`config.mk`:
```
export PLATFORM = sky130hd
export DESIGN_NAME = seven_segment_scanner
export DESIGN_NICKNAME = d
export VERILOG_FILES = /design/src/rtl/seg_pkg.sv /design/src/rtl/seg_hex_decoder.sv /design/src/rtl/seven_segment_scanner.sv
export SDC_FILE = /design/constraint.sdc
export NUM_CORES = 1
export LEC_CHECK = 0
export CELL_PAD_IN_SITES_DETAIL_PLACEMENT = 0
export CELL_PAD_IN_SITES_GLOBAL_PLACEMENT = 1
export CORE_MARGIN = 2
export CORE_UTILIZATION = 35
export DETAILED_ROUTE_END_ITERATION = 8
export PLACE_DENSITY = 0.72
export SETUP_SLACK_MARGIN = 0.5
export SYNTH_ARGS = -nofsm -noshare
export SYNTH_HDL_FRONTEND = slang
export SYNTH_HIERARCHICAL = 1
export SYNTH_SLANG_ARGS = --single-unit
```
`constraint.sdc`:
```
create_clock -name clk -period 5.9 [get_ports clk]
set_input_delay 1.475 -clock clk [delete_from_list [all_inputs] [get_ports clk]]
set_output_delay 1.475 -clock clk [all_outputs]
set_load 0.02 [all_outputs]
```
`src/rtl/seg_pkg.sv`:
```
// Shared seven-segment definitions: hex glyph table, blank pattern and nibble type.
// Patterns are active-low {g,f,e,d,c,b,a}.
package seg_pkg;

    typedef logic [3:0] hex_nibble_t;

    localparam logic [6:0] BLANK_SEG = 7'b1111111;

    localparam logic [6:0] SEG_TABLE [16] = '{
        7'b1000000, 7'b1111001, 7'b0100100, 7'b0110000,
        7'b0011001, 7'b0010010, 7'b0000010, 7'b1111000,
        7'b0000000, 7'b0010000, 7'b0001000, 7'b0000011,
        7'b1000110, 7'b0100001, 7'b0000110, 7'b0001110
    };

endpackage

```
`src/rtl/seg_hex_decoder.sv`:
```
// Combinational hex nibble to active-low seven-segment pattern.
module seg_hex_decoder
    import seg_pkg::*;
(
    input  hex_nibble_t nibble_i,
    output logic [6:0]  seg_o
);

    // Table lookup of the glyph for the selected nibble
    always_comb begin
        seg_o = SEG_TABLE[nibble_i];
    end

endmodule

```
`src/rtl/seven_segment_scanner.sv`:
```
// Multiplexed seven-segment scanner with double-buffered display data,
// per-slot dead time, digit enables and leading-zero blanking.
module seven_segment_scanner
    import seg_pkg::*;
#(
    parameter int NUM_DIGITS  = 8,
    parameter int CLK_DIV     = 100000,
    parameter int DEAD_CYCLES = 16
) (
    input  logic                    clk,
    input  logic                    reset,
    input  logic [4*NUM_DIGITS-1:0] digits,
    input  logic [NUM_DIGITS-1:0]   dp_in,
    input  logic [NUM_DIGITS-1:0]   digit_en,
    input  logic                    lz_suppress,
    input  logic                    load,
    output logic [6:0]              segments,
    output logic                    dp,
    output logic [NUM_DIGITS-1:0]   anode,
    output logic                    frame_done
);

    localparam int PW = $clog2(CLK_DIV);
    localparam int IW = (NUM_DIGITS > 1) ? $clog2(NUM_DIGITS) : 1;
    localparam int DW = 4 * NUM_DIGITS;
    localparam logic [PW-1:0] PRESC_LAST = PW'(CLK_DIV - 1);
    localparam logic [IW-1:0] IDX_LAST   = IW'(NUM_DIGITS - 1);

    logic [PW-1:0]         presc_q, presc_d;
    logic [IW-1:0]         idx_q, idx_d;
    logic [DW-1:0]         sh_digits_q, sh_digits_d, act_digits_q, act_digits_d;
    logic [NUM_DIGITS-1:0] sh_dp_q, sh_dp_d, act_dp_q, act_dp_d;
    logic [NUM_DIGITS-1:0] sh_en_q, sh_en_d, act_en_q, act_en_d;
    logic                  sh_lz_q, sh_lz_d, act_lz_q, act_lz_d;
    logic [6:0]            seg_q, seg_d;
    logic                  dp_q, dp_d;
    logic [NUM_DIGITS-1:0] anode_q, anode_d;
    logic                  frame_done_q, frame_done_d;

    logic                  presc_tc_s, wrap_s, dead_s;
    logic [NUM_DIGITS-1:0] lz_mask_s;
    hex_nibble_t           sel_nibble_s;
    logic                  sel_en_s, sel_dp_s, sel_lz_s;
    logic [6:0]            dec_seg_s;

    // Slot timing and selection of the digit currently being scanned
    always_comb begin
        presc_tc_s   = (presc_q == PRESC_LAST);
        wrap_s       = presc_tc_s && (idx_q == IDX_LAST);
        dead_s       = (int'(presc_q) < DEAD_CYCLES);
        sel_nibble_s = act_digits_q[{idx_q, 2'b00} +: 4];
        sel_en_s     = act_en_q[idx_q];
        sel_dp_s     = act_dp_q[idx_q];
        sel_lz_s     = lz_mask_s[idx_q];
    end

    // Leading-zero mask: walk down from the top, disabled digits do not break the run of zeros
    always_comb begin
        logic zero_above;
        logic nib_zero;
        zero_above = 1'b1;
        nib_zero   = 1'b0;
        lz_mask_s  = '0;
        for (int i = NUM_DIGITS - 1; i >= 0; i--) begin
            nib_zero     = (act_digits_q[4*i +: 4] == 4'h0);
            lz_mask_s[i] = act_lz_q && nib_zero && zero_above && (i > 0);
            zero_above   = zero_above && !(act_en_q[i] && !nib_zero);
        end
    end

    seg_hex_decoder u_dec (
        .nibble_i (sel_nibble_s),
        .seg_o    (dec_seg_s)
    );

    // Prescaler, scan index and shadow/active buffer next state
    always_comb begin
        presc_d      = presc_q + PW'(1);
        idx_d        = idx_q;
        frame_done_d = wrap_s;
        act_digits_d = act_digits_q;
        act_dp_d     = act_dp_q;
        act_en_d     = act_en_q;
        act_lz_d     = act_lz_q;
        if (presc_tc_s) begin
            presc_d = '0;
            if (wrap_s) begin
                idx_d        = '0;
                act_digits_d = sh_digits_q;
                act_dp_d     = sh_dp_q;
                act_en_d     = sh_en_q;
                act_lz_d     = sh_lz_q;
            end else begin
                idx_d = idx_q + IW'(1);
            end
        end else begin
            presc_d = presc_q + PW'(1);
        end
        // A load on the wrap cycle lands in the shadow only, so it waits one frame
        if (load) begin
            sh_digits_d = digits;
            sh_dp_d     = dp_in;
            sh_en_d     = digit_en;
            sh_lz_d     = lz_suppress;
        end else begin
            sh_digits_d = sh_digits_q;
            sh_dp_d     = sh_dp_q;
            sh_en_d     = sh_en_q;
            sh_lz_d     = sh_lz_q;
        end
    end

    // Drive pattern for the current slot; a suppressed digit keeps its anode only to show dp
    always_comb begin
        seg_d   = BLANK_SEG;
        dp_d    = 1'b1;
        anode_d = '1;
        if (!dead_s && sel_en_s) begin
            dp_d = ~sel_dp_s;
            if (!sel_lz_s) begin
                seg_d   = dec_seg_s;
                anode_d = ~(NUM_DIGITS'(1) << idx_q);
            end else if (sel_dp_s) begin
                anode_d = ~(NUM_DIGITS'(1) << idx_q);
            end else begin
                anode_d = '1;
            end
        end else begin
            seg_d = BLANK_SEG;
        end
    end

    // State and output registers
    always_ff @(posedge clk or posedge reset) begin
        if (reset) begin
            presc_q      <= '0;
            idx_q        <= '0;
            sh_digits_q  <= '0;
            sh_dp_q      <= '0;
            sh_en_q      <= '0;
            sh_lz_q      <= 1'b0;
            act_digits_q <= '0;
            act_dp_q     <= '0;
            act_en_q     <= '0;
            act_lz_q     <= 1'b0;
            seg_q        <= BLANK_SEG;
            dp_q         <= 1'b1;
            anode_q      <= '1;
            frame_done_q <= 1'b0;
        end else begin
            presc_q      <= presc_d;
            idx_q        <= idx_d;
            sh_digits_q  <= sh_digits_d;
            sh_dp_q      <= sh_dp_d;
            sh_en_q      <= sh_en_d;
            sh_lz_q      <= sh_lz_d;
            act_digits_q <= act_digits_d;
            act_dp_q     <= act_dp_d;
            act_en_q     <= act_en_d;
            act_lz_q     <= act_lz_d;
            seg_q        <= seg_d;
            dp_q         <= dp_d;
            anode_q      <= anode_d;
            frame_done_q <= frame_done_d;
        end
    end

    assign segments   = seg_q;
    assign dp         = dp_q;
    assign anode      = anode_q;
    assign frame_done = frame_done_q;

endmodule

```
== Word level (Yosys, flattened, before mapping) ==
Memories as Yosys holds them, arrays and structs flattened.
Index checks and enable logic that the tools add are counted.

* Input port bits: 52
* Memories: 1
* Output and inout port bits: 17
* Bits in registers: 135
* ROM bits: 112
* Word-level logic and storage cells: 90

* Add/sub/neg operators: 2
* Reduce and logical (&&, ||, !) cells: 47
* Bitwise operators: 3
* Equal/unequal tests: 2
* Magnitude comparators: 3
* Shift-type cells: 2
* Multiplexer cells: 16

{| class="wikitable"
|+ Memories
! memory !! depth !! width !! rd ports !! clocked after memory_dff !! wr ports !! line !! source
|-
| (no name shown) || 16 || 7 || 1 || 0 || 0 || seg_hex_decoder.sv:11 || <nowiki>seg_o = SEG_TABLE[nibble_i];</nowiki>
|}

{| class="wikitable"
|+ Operators by type and width
! operator !! number
|-
| $shiftx A32 B6 Y4 || 1
|-
| $logic_not A4 Y1 || 7
|-
| $mux W7 || 4
|-
| $logic_and A1 B1 Y1 || 26
|-
| $mux W8 || 3
|-
| $add A17 B1 Y17 const B || 1
|-
| $eq A17 B17 Y1 const B || 1
|-
| $lt A17 B5 Y1 const B || 1
|-
| $mux W17 || 1
|-
| $logic_not A1 Y1 || 13
|-
| $bmux W1 S3 || 3
|-
| $not A8 Y8 || 1
|-
| $shl A1 B3 Y8 const A || 1
|-
| $ge A5 B5 Y1 const B || 1
|-
| $not A4 Y5 || 1
|-
| $lt A3 B4 Y1 const B || 1
|-
| $mux W1 || 4
|-
| $add A3 B1 Y3 const B || 1
|-
| $eq A3 B3 Y1 const B || 1
|-
| $mux W3 || 1
|-
| $reduce_and A2 Y1 || 1
|-
| $not A1 Y1 || 1
|}

== Longest topological paths before layout ==
* Word-level depth: 14
* Mapped depth: 12
* Gate-level depth less buffers: 10

== By module ==
The synthesis kept the hierarchy.

{| class="wikitable"
|+ Modules (own cells, without submodules)
! module !! area each (um^2) !! times used !! cells each !! seq. area each (um^2)
|-
| seven_segment_scanner || 5789.3 || 1 || 411 || 3398.3
|-
| seg_hex_decoder || 269.0 || 1 || 33 || 0.0
|}

== Worst setup path before layout ==
Ideal clock, no wire load.

* Path kind: input port to flip-flop
* Start point: in load
* End point: reg sh_digits_q[31]
* Path buffers: 2
* Required time: 5.775 ns
* Cell stages on the path: 3
* Arrival: 2.524 ns
* Setup slack: 3.251 ns
* Library setup time: 0.125 ns
* Path through: buf_1 > buf_1 > mux2_2

{| class="wikitable"
|+ RTL lines
! item !! line !! source
|-
| start, declared || seven_segment_scanner.sv:16 || <nowiki>input logic load,</nowiki>
|-
| end signal, assigned || seven_segment_scanner.sv:153 || <nowiki>sh_digits_q <= sh_digits_d;</nowiki>
|-
| end, declared || seven_segment_scanner.sv:31 || <nowiki>logic [DW-1:0] sh_digits_q, sh_digits_d, act_digits_q, act_digits_d;</nowiki>
|}

No word-level cell between the ends.

== Worst setup path in the final report ==
* Start point: reg anode_q[0], in the netlist anode[0]
* End point: out anode[0]

{| class="wikitable"
|+ RTL lines
! item !! line !! source
|-
| start, declared || seven_segment_scanner.sv:37 || <nowiki>logic [NUM_DIGITS-1:0] anode_q, anode_d;</nowiki>
|-
| start signal, assigned || seven_segment_scanner.sv:163 || <nowiki>anode_q <= anode_d;</nowiki>
|-
| end, declared || seven_segment_scanner.sv:19 || <nowiki>output logic [NUM_DIGITS-1:0] anode,</nowiki>
|}

No word-level cell between the ends.

==> run summary <==
Most frequent cells in the layout -> 119 x dfrtp_1, 97 x mux2_2, 67 x clkdlybuf4s50_1
Slew Limit Headroom -> 26.9%
Post-synth ARST share -> 100%
Final ANT Viol Nets -> 0
Row Count -> 48
Clock power frac -> 50.7%
Register area share after synthesis -> 56.1%
Grt total ovfl -> 0
Final setup margin -> 2.89 ns
Hold Buf Count CTS -> 0
RSZ-0062 raised after global routing -> no
Mean Syn Cell Area -> 13.6 um2
Post-Place Cells -> 722
Initial DRC count -> 288
Worst EP arrival -> 1.53 ns
Clk sink count -> 135
Distinct cells, synth -> 42
Fin crit period -> 3.01 ns
Die W -> 136 um
Worst skew pair latency -> 0.42 ns
First-pass GRT wire length -> 20100 um
Root buffer cell -> clkbuf_16
HP Class -> reg -> reg
Max Fclk -> 332 MHz
Largest net degree at the start of global routing -> 54
Register area -> 3400 um2
Sw frac -> 21.8%
Die area -> 18400 um2
Post-synth EDFFs -> 0
H-tree depth -> 4
CP Cell Sequence -> clkdlybuf4s50_1
Psw -> 0.000476 W
GR Util met2 -> 21.5%
Nets -> 583
CP Max Fanout -> 1
Power Density -> 289 nW/um2
Share of cells above drive strength 1 -> 31.9%
WL final -> 12000 um
Longest Clk Path Bufs -> 2
Post-CTS Resized -> 0
Most common cell after layout, fill and taps aside -> dfrtp_1
Half-perimeter wire length after placement -> 8380 um
Sequential Power Share -> 44.9%
Clk pin slew, worst setup/hold paths -> 0.06 ns
Height of the die -> 136 um
Area of the multi-input gates -> 2490 um2
Status -> finished clean
Met1 GRT Util -> 19.6%
CTS tree -> yes
Pint -> 0.00171 W
CTS buffer count -> 17
Ports -> 69
Dpl ws -> 2.89 ns
Antenna violations before repair -> 0
Fill cell count -> 1549
Synth Instances -> 444
Critical Path Source -> anode[0]$_DFF_PP1_
Busiest grt layer -> met2
Crit path capture type -> output pin
GPL Wtd Cong -> 0.816
Gr usage total -> 14.3%
Synthesis-to-layout area growth -> 24.7%
Starting Density -> 35.4%
Syn Std Cell Area -> 6060 um2
CP Depth -> 1
Worst flop-to-flop path endpoint -> segments[3]$_DFF_PP1_
Top-area cell type share of the netlist area -> 49.2%
Met3 GRT Util -> 4.12%
Finished Layout Cells -> 755
Worst setup endpoint -> anode[0]
Core area -> 17100 um2
Slowest CP cell -> clkdlybuf4s50_1
IR drop worst, VDD -> 0.000212 V
CP top delay family -> buffers and inverters
Setup bufs post-CTS -> 0
Setup slack, reg-to-reg -> 2.92 ns
Routed via count -> 3713
DR pass1 iterations -> 4
Critical path required time -> 4.43 ns
Crit share post-route -> 51.0%
Combinational Power Share -> 4.4%
Post-synth top area cell -> dfrtp_1
Number of synthesis warnings -> 6
Most frequently used flop master after synthesis -> dfrtp_1
R2R cell count -> 9
Post-route setup TNS -> 0 ns
Post-synthesis register bit count -> 135
DRC -> 0
Hold path depth -> 1
Max cap viols -> 0
Top cells by area, synth -> dfrtp_1 49%, mux2_2 18%, dfstp_2 6.9%, mux4_2 4.5%, ha_1 2.9%
Critical path startpoint category -> flop
Vias per cell -> 4.92
WL/cell -> 15.9 um
Crit Path Category -> reg -> out
Clk_skew -> 0.0118 ns
Crit path largest cell delay -> 0.61 ns
Least-Margin Pin Slew -> 1.10 ns
Max Slew Vio Count -> 0
PortBufs -> 68
CP Buf/Inv Count -> 1
Final setup fails -> 0
Syn nets -> 510
Vias in the first global route -> 3839
Antenna diodes -> 0
Hold Fails Final Rpt -> 0
FF-to-FF Start -> idx_q[0]$_DFFE_PP0P_
Leakage power -> 3.27 nW
==> power groups by stage <==
stage                     Sequential (W)  Clock [W]  Combinational (W)
after floorplan                 0.000987          0          0.0000537
after global placement          0.000996          0          0.0000957
after detailed placement        0.000997          0          0.0000988
after CTS                       0.000980    0.00113          0.0000992
after global routing            0.000984    0.00118           0.000107
final                           0.000980    0.00111          0.0000963
==> Yosys cell counts (all sizes together), types with 4 or more instances <==
library cell,n
a21oi,6
buf,15
dfrtp,119
dfstp,16
ha,14
inv,13
mux2,99
mux2i,8
mux4,13
nand2,32
nand3,14
nand4,7
nor2,25
nor4,13
o21ai,6
o41ai,4
xnor2,8
xor2,7
==> worst register-to-register path: cells and delay by family, from the launching register on <==
family	cells	cell delay, ns
buffers and inverters	2	0.24
multiplexers	2	1.12
AND/OR/NAND/NOR	4	0.42
adder cells (fa/ha/maj)	1	0.16
flip-flops	1	0.95
==> final cells by class <==
| class | count | area share, % |
|---|---|---|
| sequential | 135 | 45.0 |
| multi-input combinational | 278 | 33.0 |
| timing repair buffer | 72 | 9.34 |
| clock buffer | 18 | 5.81 |
| tap | 225 | 3.73 |
| clock inverter | 14 | 2.43 |
| inverter | 13 | 0.679 |
==> state kept, by name (all words and copies together), names as in the netlist, 8 cells and up <==
name and cells:
anode 8, act_en_q 8, presc_q 17, sh_digits_q 32, sh_en_q 8, act_dp_q 8, sh_dp_q 8, act_digits_q 32
==> cells by family after synthesis <==
logic type / after synthesis / synth area share [%]
flops: 135 / 56.1
mux: 120 / 24.6
simple gates: 104 / 8.76
fa+ha+maj: 14 / 2.89
buf+inv: 31 / 2.75
xor+xnor: 15 / 2.17
compound gates: 25 / 2.73
==> layer usage <==
metal | part of all wire [%] | wire [um]
met1 | 47 | 5640
met2 | 47 | 5610
met3 | 4.7 | 561
met4 | 1.4 | 172
met5 | 0 | 0
==> per-stage QoR <==
step	hold WS, ns	utilization [%]	cell area (um2)	power, W
global route	0.520	44.1	7550	0.00227
floorplan	0.455	-	6060	0.00104
detailed placement	0.492	40.4	6920	0.00110
finish	0.502	44.1	7550	0.00218
CTS	0.503	44.1	7550	0.00221
global placement	0.478	40.4	6920	0.00109
==> how the worst min path moves through the flow <==
stage	from	end	slack, ns
5_1_grt	presc_q[0]$_DFF_PP0_	presc_q[0]$_DFF_PP0_	0.52
4_1_cts	presc_q[14]$_DFF_PP0_	presc_q[14]$_DFF_PP0_	0.50
3_3_place_gp	presc_q[14]$_DFF_PP0_	presc_q[14]$_DFF_PP0_	0.48
2_1_floorplan	presc_q[0]$_DFF_PP0_	presc_q[0]$_DFF_PP0_	0.45
3_5_place_dp	sh_digits_q[13]$_DFFE_PP0P_	sh_digits_q[13]$_DFFE_PP0P_	0.49
6_report	sh_digits_q[15]$_DFFE_PP0P_	act_digits_q[15]$_DFFE_PP0P_	0.50
Power figures use the tool's default switching activity.
